--- src/rtl/mfp_pkg.sv ---
// Shared definitions for the MFP USART transmitter: register bit positions,
// field encodings and FSM states. Build option MFP_USART_TX_PARITY_EN adds the PARITY state.
package mfp_pkg;

  localparam int UCR_DIV16 = 7;
  localparam int UCR_WL_HI = 6;
  localparam int UCR_WL_LO = 5;
  localparam int UCR_ST_HI = 4;
  localparam int UCR_ST_LO = 3;
  localparam int UCR_PE    = 2;
  localparam int UCR_EVEN  = 1;

  localparam int TSR_BE    = 7;
  localparam int TSR_UE    = 6;
  localparam int TSR_AT    = 5;
  localparam int TSR_END   = 4;
  localparam int TSR_B     = 3;
  localparam int TSR_HL_HI = 2;
  localparam int TSR_HL_LO = 1;
  localparam int TSR_TE    = 0;

  localparam logic [1:0] WL_8 = 2'b00;
  localparam logic [1:0] WL_7 = 2'b01;
  localparam logic [1:0] WL_6 = 2'b10;
  localparam logic [1:0] WL_5 = 2'b11;

  localparam logic [1:0] ST_SYNC = 2'b00;
  localparam logic [1:0] ST_1    = 2'b01;
  localparam logic [1:0] ST_1P5  = 2'b10;
  localparam logic [1:0] ST_2    = 2'b11;

  typedef enum logic [2:0] {
    IDLE   = 3'd0,
    START  = 3'd1,
    DATA   = 3'd2,
`ifdef MFP_USART_TX_PARITY_EN
    PARITY = 3'd3,
`endif
    STOP   = 3'd4,
    BREAK  = 3'd5
  } tx_state_e;

  // Stop length in half-bit strobes; in /1 mode a half strobe is a whole tick,
  // so 1.5 and 2 stop bits both round to two ticks.
  function automatic logic [2:0] stop_units(input logic div16, input logic [1:0] fmt);
    logic [2:0] u;
    if (div16) begin
      case (fmt)
        ST_1:    u = 3'd2;
        ST_1P5:  u = 3'd3;
        default: u = 3'd4;
      endcase
    end else begin
      u = (fmt == ST_1) ? 3'd1 : 3'd2;
    end
    return u;
  endfunction

endpackage

--- src/rtl/mfp_usart_baud.sv ---
// Tick-to-bit-period divider: counts bit-clock ticks and flags bit and half-bit
// boundaries (every tick in /1 mode, every 16 / 8 ticks in /16 mode).
module mfp_usart_baud (
  input  logic clk,
  input  logic rst_n,
  input  logic tick,
  input  logic div16,
  input  logic clr,
  output logic bit_stb,
  output logic half_stb
);

  logic [3:0] cnt_q;
  logic [3:0] cnt_d;

  always_comb begin
    cnt_d = cnt_q;
    if (clr) begin
      cnt_d = 4'd0;
    end else if (tick) begin
      cnt_d = div16 ? cnt_q + 4'd1 : 4'd0;
    end
  end

  always_ff @(posedge clk) begin
    if (!rst_n) begin
      cnt_q <= 4'd0;
    end else begin
      cnt_q <= cnt_d;
    end
  end

  assign bit_stb  = tick & (~div16 | (cnt_q == 4'hF));
  assign half_stb = tick & (~div16 | (cnt_q[2:0] == 3'h7));

endmodule

--- src/rtl/mfp_usart_tx.sv ---
// MFP-style USART transmitter: buffer, shift register, framing FSM and status.
// Define MFP_USART_TX_PARITY_EN to enable the parity bit (UCR[2:1]).
module mfp_usart_tx
  import mfp_pkg::*;
(
  input  logic       CLK,
  input  logic       RST_N,
  input  logic       TCLK_PULSE,
  input  logic       UCR_WE,
  input  logic [7:0] UCR_I,
  input  logic       UDR_WE,
  input  logic [7:0] UDR_I,
  input  logic       TSR_WE,
  input  logic [7:0] TSR_I,
  input  logic       TSR_RD,
  output logic [7:0] TSR_O,
  output logic [7:0] UCR_O,
  output logic       SO,
  output logic       TX_EMPTY_IRQ,
  output logic       TX_ERR_IRQ
);

  tx_state_e  state_q, state_d;
  logic [7:0] ucr_q, ucr_d, buf_q, buf_d, sh_q, sh_d;
  logic [5:0] tsr_lo_q, tsr_lo_d;
  logic       be_q, be_d, ue_q, ue_d, rd_q, so_q, so_d;
  logic [2:0] bit_cnt_q, bit_cnt_d, stop_cnt_q, stop_cnt_d;
  logic       sdiv16_q, sdiv16_d;
  logic [1:0] swl_q, swl_d, sst_q, sst_d;
  logic       empty_irq_q, empty_irq_d, err_irq_q, err_irq_d;
`ifdef MFP_USART_TX_PARITY_EN
  logic       spe_q, spe_d, par_q, par_d;
`endif
  logic       bit_stb, half_stb, baud_clr, do_load;
  logic       te, brk, idle_so, can_load;
  logic [2:0] nbits_m1;
  logic       tsr_hi_unused;

  assign tsr_hi_unused = ^TSR_I[7:6];

  mfp_usart_baud u_baud (
    .clk      (CLK),
    .rst_n    (RST_N),
    .tick     (TCLK_PULSE),
    .div16    (sdiv16_q),
    .clr      (baud_clr),
    .bit_stb  (bit_stb),
    .half_stb (half_stb)
  );

  assign te       = tsr_lo_q[TSR_TE];
  assign brk      = tsr_lo_q[TSR_B];
  assign idle_so  = te | (tsr_lo_q[TSR_HL_HI:TSR_HL_LO] != 2'b01);
  assign can_load = te & ~be_q & (ucr_q[UCR_ST_HI:UCR_ST_LO] != ST_SYNC);
  assign nbits_m1 = 3'd7 - {1'b0, swl_q};

  always_comb begin
    state_d     = state_q;
    ucr_d       = ucr_q;
    buf_d       = buf_q;
    sh_d        = sh_q;
    tsr_lo_d    = tsr_lo_q;
    be_d        = be_q;
    ue_d        = ue_q;
    so_d        = so_q;
    bit_cnt_d   = bit_cnt_q;
    stop_cnt_d  = stop_cnt_q;
    sdiv16_d    = sdiv16_q;
    swl_d       = swl_q;
    sst_d       = sst_q;
    empty_irq_d = 1'b0;
    err_irq_d   = 1'b0;
    baud_clr    = 1'b0;
    do_load     = 1'b0;
`ifdef MFP_USART_TX_PARITY_EN
    spe_d       = spe_q;
    par_d       = par_q;
`endif

    if (UCR_WE) ucr_d = UCR_I;
    if (TSR_WE) tsr_lo_d = TSR_I[5:0];
    if (rd_q)   ue_d = 1'b0;

    case (state_q)
      IDLE: begin
        so_d = idle_so;
        if (TCLK_PULSE) begin
          if (te & brk) begin
            state_d = BREAK;
            so_d    = 1'b0;
          end else if (can_load) begin
            do_load = 1'b1;
          end
        end
      end
      START: begin
        if (bit_stb) begin
          so_d      = sh_q[0];
          sh_d      = {1'b0, sh_q[7:1]};
          bit_cnt_d = 3'd0;
          state_d   = DATA;
        end
      end
      DATA: begin
        if (bit_stb) begin
          if (bit_cnt_q == nbits_m1) begin
            so_d       = 1'b1;
            stop_cnt_d = 3'd0;
            state_d    = STOP;
`ifdef MFP_USART_TX_PARITY_EN
            if (spe_q) begin
              so_d    = par_q;
              state_d = PARITY;
            end
`endif
          end else begin
            so_d      = sh_q[0];
            sh_d      = {1'b0, sh_q[7:1]};
            bit_cnt_d = bit_cnt_q + 3'd1;
          end
        end
      end
`ifdef MFP_USART_TX_PARITY_EN
      PARITY: begin
        if (bit_stb) begin
          so_d       = 1'b1;
          stop_cnt_d = 3'd0;
          state_d    = STOP;
        end
      end
`endif
      STOP: begin
        if (half_stb) begin
          if ((stop_cnt_q + 3'd1) == stop_units(sdiv16_q, sst_q)) begin
            // Character boundary: disable, break, chain next word, or underrun.
            state_d = IDLE;
            so_d    = idle_so;
            if (!te) begin
              tsr_lo_d[TSR_END] = 1'b1;
            end else if (brk) begin
              state_d = BREAK;
              so_d    = 1'b0;
            end else if (can_load) begin
              do_load = 1'b1;
            end else if (be_q) begin
              ue_d      = 1'b1;
              err_irq_d = 1'b1;
            end
          end else begin
            stop_cnt_d = stop_cnt_q + 3'd1;
          end
        end
      end
      BREAK: begin
        so_d = 1'b0;
        if (TCLK_PULSE && !(te && brk)) begin
          state_d = IDLE;
          so_d    = idle_so;
        end
      end
      default: state_d = IDLE;
    endcase

    // Frame format is frozen here so UCR writes only affect later characters.
    if (do_load) begin
      state_d     = START;
      so_d        = 1'b0;
      sh_d        = buf_q;
      be_d        = 1'b1;
      empty_irq_d = 1'b1;
      baud_clr    = 1'b1;
      sdiv16_d    = ucr_q[UCR_DIV16];
      swl_d       = ucr_q[UCR_WL_HI:UCR_WL_LO];
      sst_d       = ucr_q[UCR_ST_HI:UCR_ST_LO];
`ifdef MFP_USART_TX_PARITY_EN
      spe_d       = ucr_q[UCR_PE];
      par_d       = (^(buf_q & (8'hFF >> ucr_q[UCR_WL_HI:UCR_WL_LO]))) ^ ~ucr_q[UCR_EVEN];
`endif
    end

    if (UDR_WE) begin
      buf_d = UDR_I;
      be_d  = 1'b0;
    end

    if (tsr_lo_d[TSR_TE]) tsr_lo_d[TSR_END] = 1'b0;
  end

  always_ff @(posedge CLK) begin
    if (!RST_N) begin
      state_q     <= IDLE;
      ucr_q       <= 8'h00;
      buf_q       <= 8'h00;
      sh_q        <= 8'h00;
      tsr_lo_q    <= 6'h00;
      be_q        <= 1'b1;
      ue_q        <= 1'b0;
      rd_q        <= 1'b0;
      so_q        <= 1'b1;
      bit_cnt_q   <= 3'd0;
      stop_cnt_q  <= 3'd0;
      sdiv16_q    <= 1'b0;
      swl_q       <= WL_8;
      sst_q       <= ST_SYNC;
      empty_irq_q <= 1'b0;
      err_irq_q   <= 1'b0;
`ifdef MFP_USART_TX_PARITY_EN
      spe_q       <= 1'b0;
      par_q       <= 1'b0;
`endif
    end else begin
      state_q     <= state_d;
      ucr_q       <= ucr_d;
      buf_q       <= buf_d;
      sh_q        <= sh_d;
      tsr_lo_q    <= tsr_lo_d;
      be_q        <= be_d;
      ue_q        <= ue_d;
      rd_q        <= TSR_RD;
      so_q        <= so_d;
      bit_cnt_q   <= bit_cnt_d;
      stop_cnt_q  <= stop_cnt_d;
      sdiv16_q    <= sdiv16_d;
      swl_q       <= swl_d;
      sst_q       <= sst_d;
      empty_irq_q <= empty_irq_d;
      err_irq_q   <= err_irq_d;
`ifdef MFP_USART_TX_PARITY_EN
      spe_q       <= spe_d;
      par_q       <= par_d;
`endif
    end
  end

  assign TSR_O        = {be_q, ue_q, tsr_lo_q};
  assign UCR_O        = ucr_q;
  assign SO           = so_q;
  assign TX_EMPTY_IRQ = empty_irq_q;
  assign TX_ERR_IRQ   = err_irq_q;

endmodule

--- config.mk ---
export PLATFORM = sky130hd
export DESIGN_NAME = mfp_usart_tx
export DESIGN_NICKNAME = d
export VERILOG_FILES = /design/src/rtl/mfp_pkg.sv /design/src/rtl/mfp_usart_baud.sv /design/src/rtl/mfp_usart_tx.sv
export SDC_FILE = /design/constraint.sdc
export NUM_CORES = 1
export LEC_CHECK = 0
export BUFFER_PORTS_ARGS = -buffer_cell sky130_fd_sc_hd__buf_4
export CAP_MARGIN = 20
export CELL_PAD_IN_SITES_DETAIL_PLACEMENT = 1
export CELL_PAD_IN_SITES_GLOBAL_PLACEMENT = 2
export CORE_ASPECT_RATIO = 0.5
export CORE_MARGIN = 8
export CORE_UTILIZATION = 30
export CTS_CLUSTER_SIZE = 14
export DETAILED_ROUTE_END_ITERATION = 8
export PLACE_DENSITY = 0.87
export SKIP_CTS_REPAIR_TIMING = 1
export SLEW_MARGIN = 15
export SYNTH_ARGS = -nofsm -noshare
export SYNTH_HDL_FRONTEND = slang
export SYNTH_HIERARCHICAL = 1
export SYNTH_SLANG_ARGS = --single-unit
--- constraint.sdc ---
create_clock -name CLK -period 2.3 [get_ports CLK]
set_input_delay 0.115 -clock CLK [delete_from_list [all_inputs] [get_ports CLK]]
set_output_delay 0.115 -clock CLK [all_outputs]
set_load 0.1 [all_outputs]
==> impl_metrics.toml <==
[outcome]
status = "completed"

[logic_synthesis]
syn_inst = 280
synth_xor_area_frac = 0.0297
ys.flop_type = "dfxtp_1"
synth_top_family_by_area = "simple AND/OR/NAND/NOR gates"
synth-compound-area-share = 0.160
synthAdderAreaFrac = 0.0287
syn_nets = 317
synth_cell_type_count = 53
synthMuxAreaShare = 0.124
ys_seq_elements = 54
syn_avg_cell_area_um2 = 9.33
synth-simple-area-share = 0.195
async_flop_share = 0
syn_area_um2 = 2610
ys_seq_area_frac = 0.414
synth-edff-count = 0
yosysWarnings = 6

[global_routing]
grtUsageTotal = 0.116
grt_pass1_wl_um = 11400
grt_overflow_total = 0
antenna_found_initial = 0
grt_max_degree = 28
grt_pass1_vias = 2325

[drt]
wl_met2_um = 3770
highest_layer = "met4"
ant_nets = 0
num_vias = 2236
drt_iter0_drc = 121
drc = 0
firstDrtPassIters = 4
wl_um = 7210
wl_per_cell_um = 15.9
vias_per_cell = 4.93
met1_length_um = 3200
wl_met3_um = 133

[setup_path]
crit_required_ns = 2.48
r2r_cells = 8
r2r-end = "state_q[0]$_SDFFE_PN0P_"
critPathKind = "flop to flop"
cp-end-kind = "flop"
critPathLaunchType = "flop"
r2r_slack_ns = 0.09
cp.arrival_ns = 2.40
worstReg2RegStart = "sst_q[0]$_SDFFE_PN0P_"
worstPathMaxFanout = 5

[power_and_ir_drop]
vdd_drop_max_mv = 0.288
power_leakage_nw = 1.43
finalPower_mw = 2.54
cellPowerDensity_nw_per_um2 = 744

[floorplan]
num_io_pins = 50
num_rows = 24
die_y_um = 82.0
coreArea_um2 = 8590
initial_core_util = 0.304
dieArea_um2 = 12100
fp.dieW_um = 148

[sta]
slew_violations = 0
worst_hold_slack_ns = 0.0365
slew_headroom = 0.666
worst_pin_slew_ns = 0.500
setup-violations-final = 0
fin_crit_sh = 0.963
hold_violations = 0
timing.final.crit_period_ns = 2.21
fin_worst_skew_ns = 0.00648
max_freq_ghz = 0.451

[layout]
area_growth_pct = 30.8
layout-drive-gt1-share = 0.291
fin_nets = 374
final_common_cell = "buf_4"
antennaDiodeCount = 0
fin_cells = 454
fin_area_um2 = 3420
layout_common_cells = "67 x buf_4, 49 x dfxtp_1, 43 x nor2_1"

[placement]
place_area_um2 = 3160
portBuffers = 47
dp_hpwl_um = 5330
place_inst = 445
gp_congestion = 0.793

[worst_hold_path]
hold_end = "rd_q$_SDFF_PN0_"
hold_path.startpoint = "TSR_RD"
whs_path_depth = 2
worstHoldPathType = "primary input to flop"

[cts]
cts_buffer_depth = 2
clkSinkCount = 54
htree_levels = 2
clock_latency_ns = 0.29
cts_root_buffer = "clkbuf_16"
path_clk_slew_ns = 0.07
numCtsBuffers = 5
cts_tree = "built"

[run]
drv_cap = 0
## critical path, cell delays in order, from the launching register on
cell	delay, ns
dfxtp_1	0.36
inv_1	0.05
ha_1	0.30
nand3b_1	0.21
mux2i_4	0.23
o211ai_1	0.17
a221oi_4	0.43
nor2_1	0.09
o221a_1	0.26
## report_power, final
part | internal (mW) | switching, mW
clock network | 0.510 | 0.347
logic | 0.244 | 0.393
registers | 0.984 | 0.0648
## how the worst max path moves through the flow
stage / slack [ns] / end / start
3_3_place_gp: 0.09 / state_q[0]$_SDFFE_PN0P_ / sst_q[0]$_SDFFE_PN0P_
2_1_floorplan: 0.03 / sdiv16_q$_SDFFE_PN0P_ / u_baud/cnt_q[0]$_SDFFE_PP0P_
5_1_grt: -0.05 / swl_q[0]$_SDFFE_PN0P_ / u_baud/cnt_q[1]$_SDFFE_PP0P_
4_1_cts: -0.04 / swl_q[0]$_SDFFE_PN0P_ / sst_q[0]$_SDFFE_PN0P_
6_report: 0.09 / state_q[0]$_SDFFE_PN0P_ / sst_q[0]$_SDFFE_PN0P_
3_5_place_dp: -0.02 / sh_q[4]$_SDFFE_PN0P_ / sst_q[0]$_SDFFE_PN0P_
## cell type report
class | count | area (um^2)
well taps | 117 | 146
flip-flops and latches | 54 | 1090
multi-input cells | 200 | 1480
inverters | 9 | 33.8
clock inverters | 2 | 38.8
clock buffers | 5 | 125
fillers | 1003 | 5170
repair buffers | 67 | 503
## metal layers
metal	track usage	up-vias
met2	0.214	17
li1	-	1103
met1	0.134	1107
met4	0.0555	0
met3	0.0176	9
met5	0	-
## state kept, by name (all words and copies together), names as in the netlist, 3 cells and up
signal	count
UCR_O	8
stop_cnt_q	3
tsr_lo_q	6
u_baud/cnt_q	4
buf_q	8
bit_cnt_q	3
state_q	3
sh_q	8
## cell usage after synthesis, types with 2 or more instances
master / number / area share
buf_4: 2 / 0.0057
buf_1: 3 / 0.0043
mux2_2: 2 / 0.0086
clkbuf_1: 9 / 0.013
a21boi_0: 4 / 0.011
ha_1: 6 / 0.029
and2_1: 2 / 0.0048
a21oi_1: 11 / 0.021
nand2b_1: 9 / 0.022
a211oi_1: 4 / 0.011
a21o_1: 2 / 0.0057
xor2_1: 4 / 0.013
nor3b_1: 3 / 0.0086
dfxtp_1: 54 / 0.41
mux2i_1: 30 / 0.11
a22oi_1: 5 / 0.014
nand2_1: 12 / 0.017
buf_6: 3 / 0.013
a22o_1: 2 / 0.0067
o2bb2ai_1: 5 / 0.017
nand3_1: 6 / 0.011
or3_1: 2 / 0.0048
o31ai_1: 3 / 0.0086
o21ai_0: 6 / 0.011
nor2_1: 43 / 0.062
and3_1: 4 / 0.0096
inv_1: 8 / 0.011
nand3b_1: 5 / 0.014
nor2b_1: 5 / 0.012
xnor2_1: 3 / 0.010
## kinds of logic (layout without fill, tap and decap cells)
family	count (synthesis)	count (layout)
AO/OA/AOI/OAI	56	56
multiplexers	32	32
flip-flops	54	54
buffers and inverters	26	83
AND/OR/NAND/NOR	98	98
adder cells (fa/ha/maj)	6	6
XOR/XNOR	8	8
## per-stage QoR
stage	utilization	TNS (ns)	setup WS, ns
floorplan	-	0	0.0305
global placement	0.368	0	0.0941
detailed placement	0.368	-0.0219	-0.0196
CTS	0.387	-0.114	-0.0417
global route	0.398	-0.157	-0.0501
finish	0.398	0	0.0851
Power figures use the tool's default switching activity.
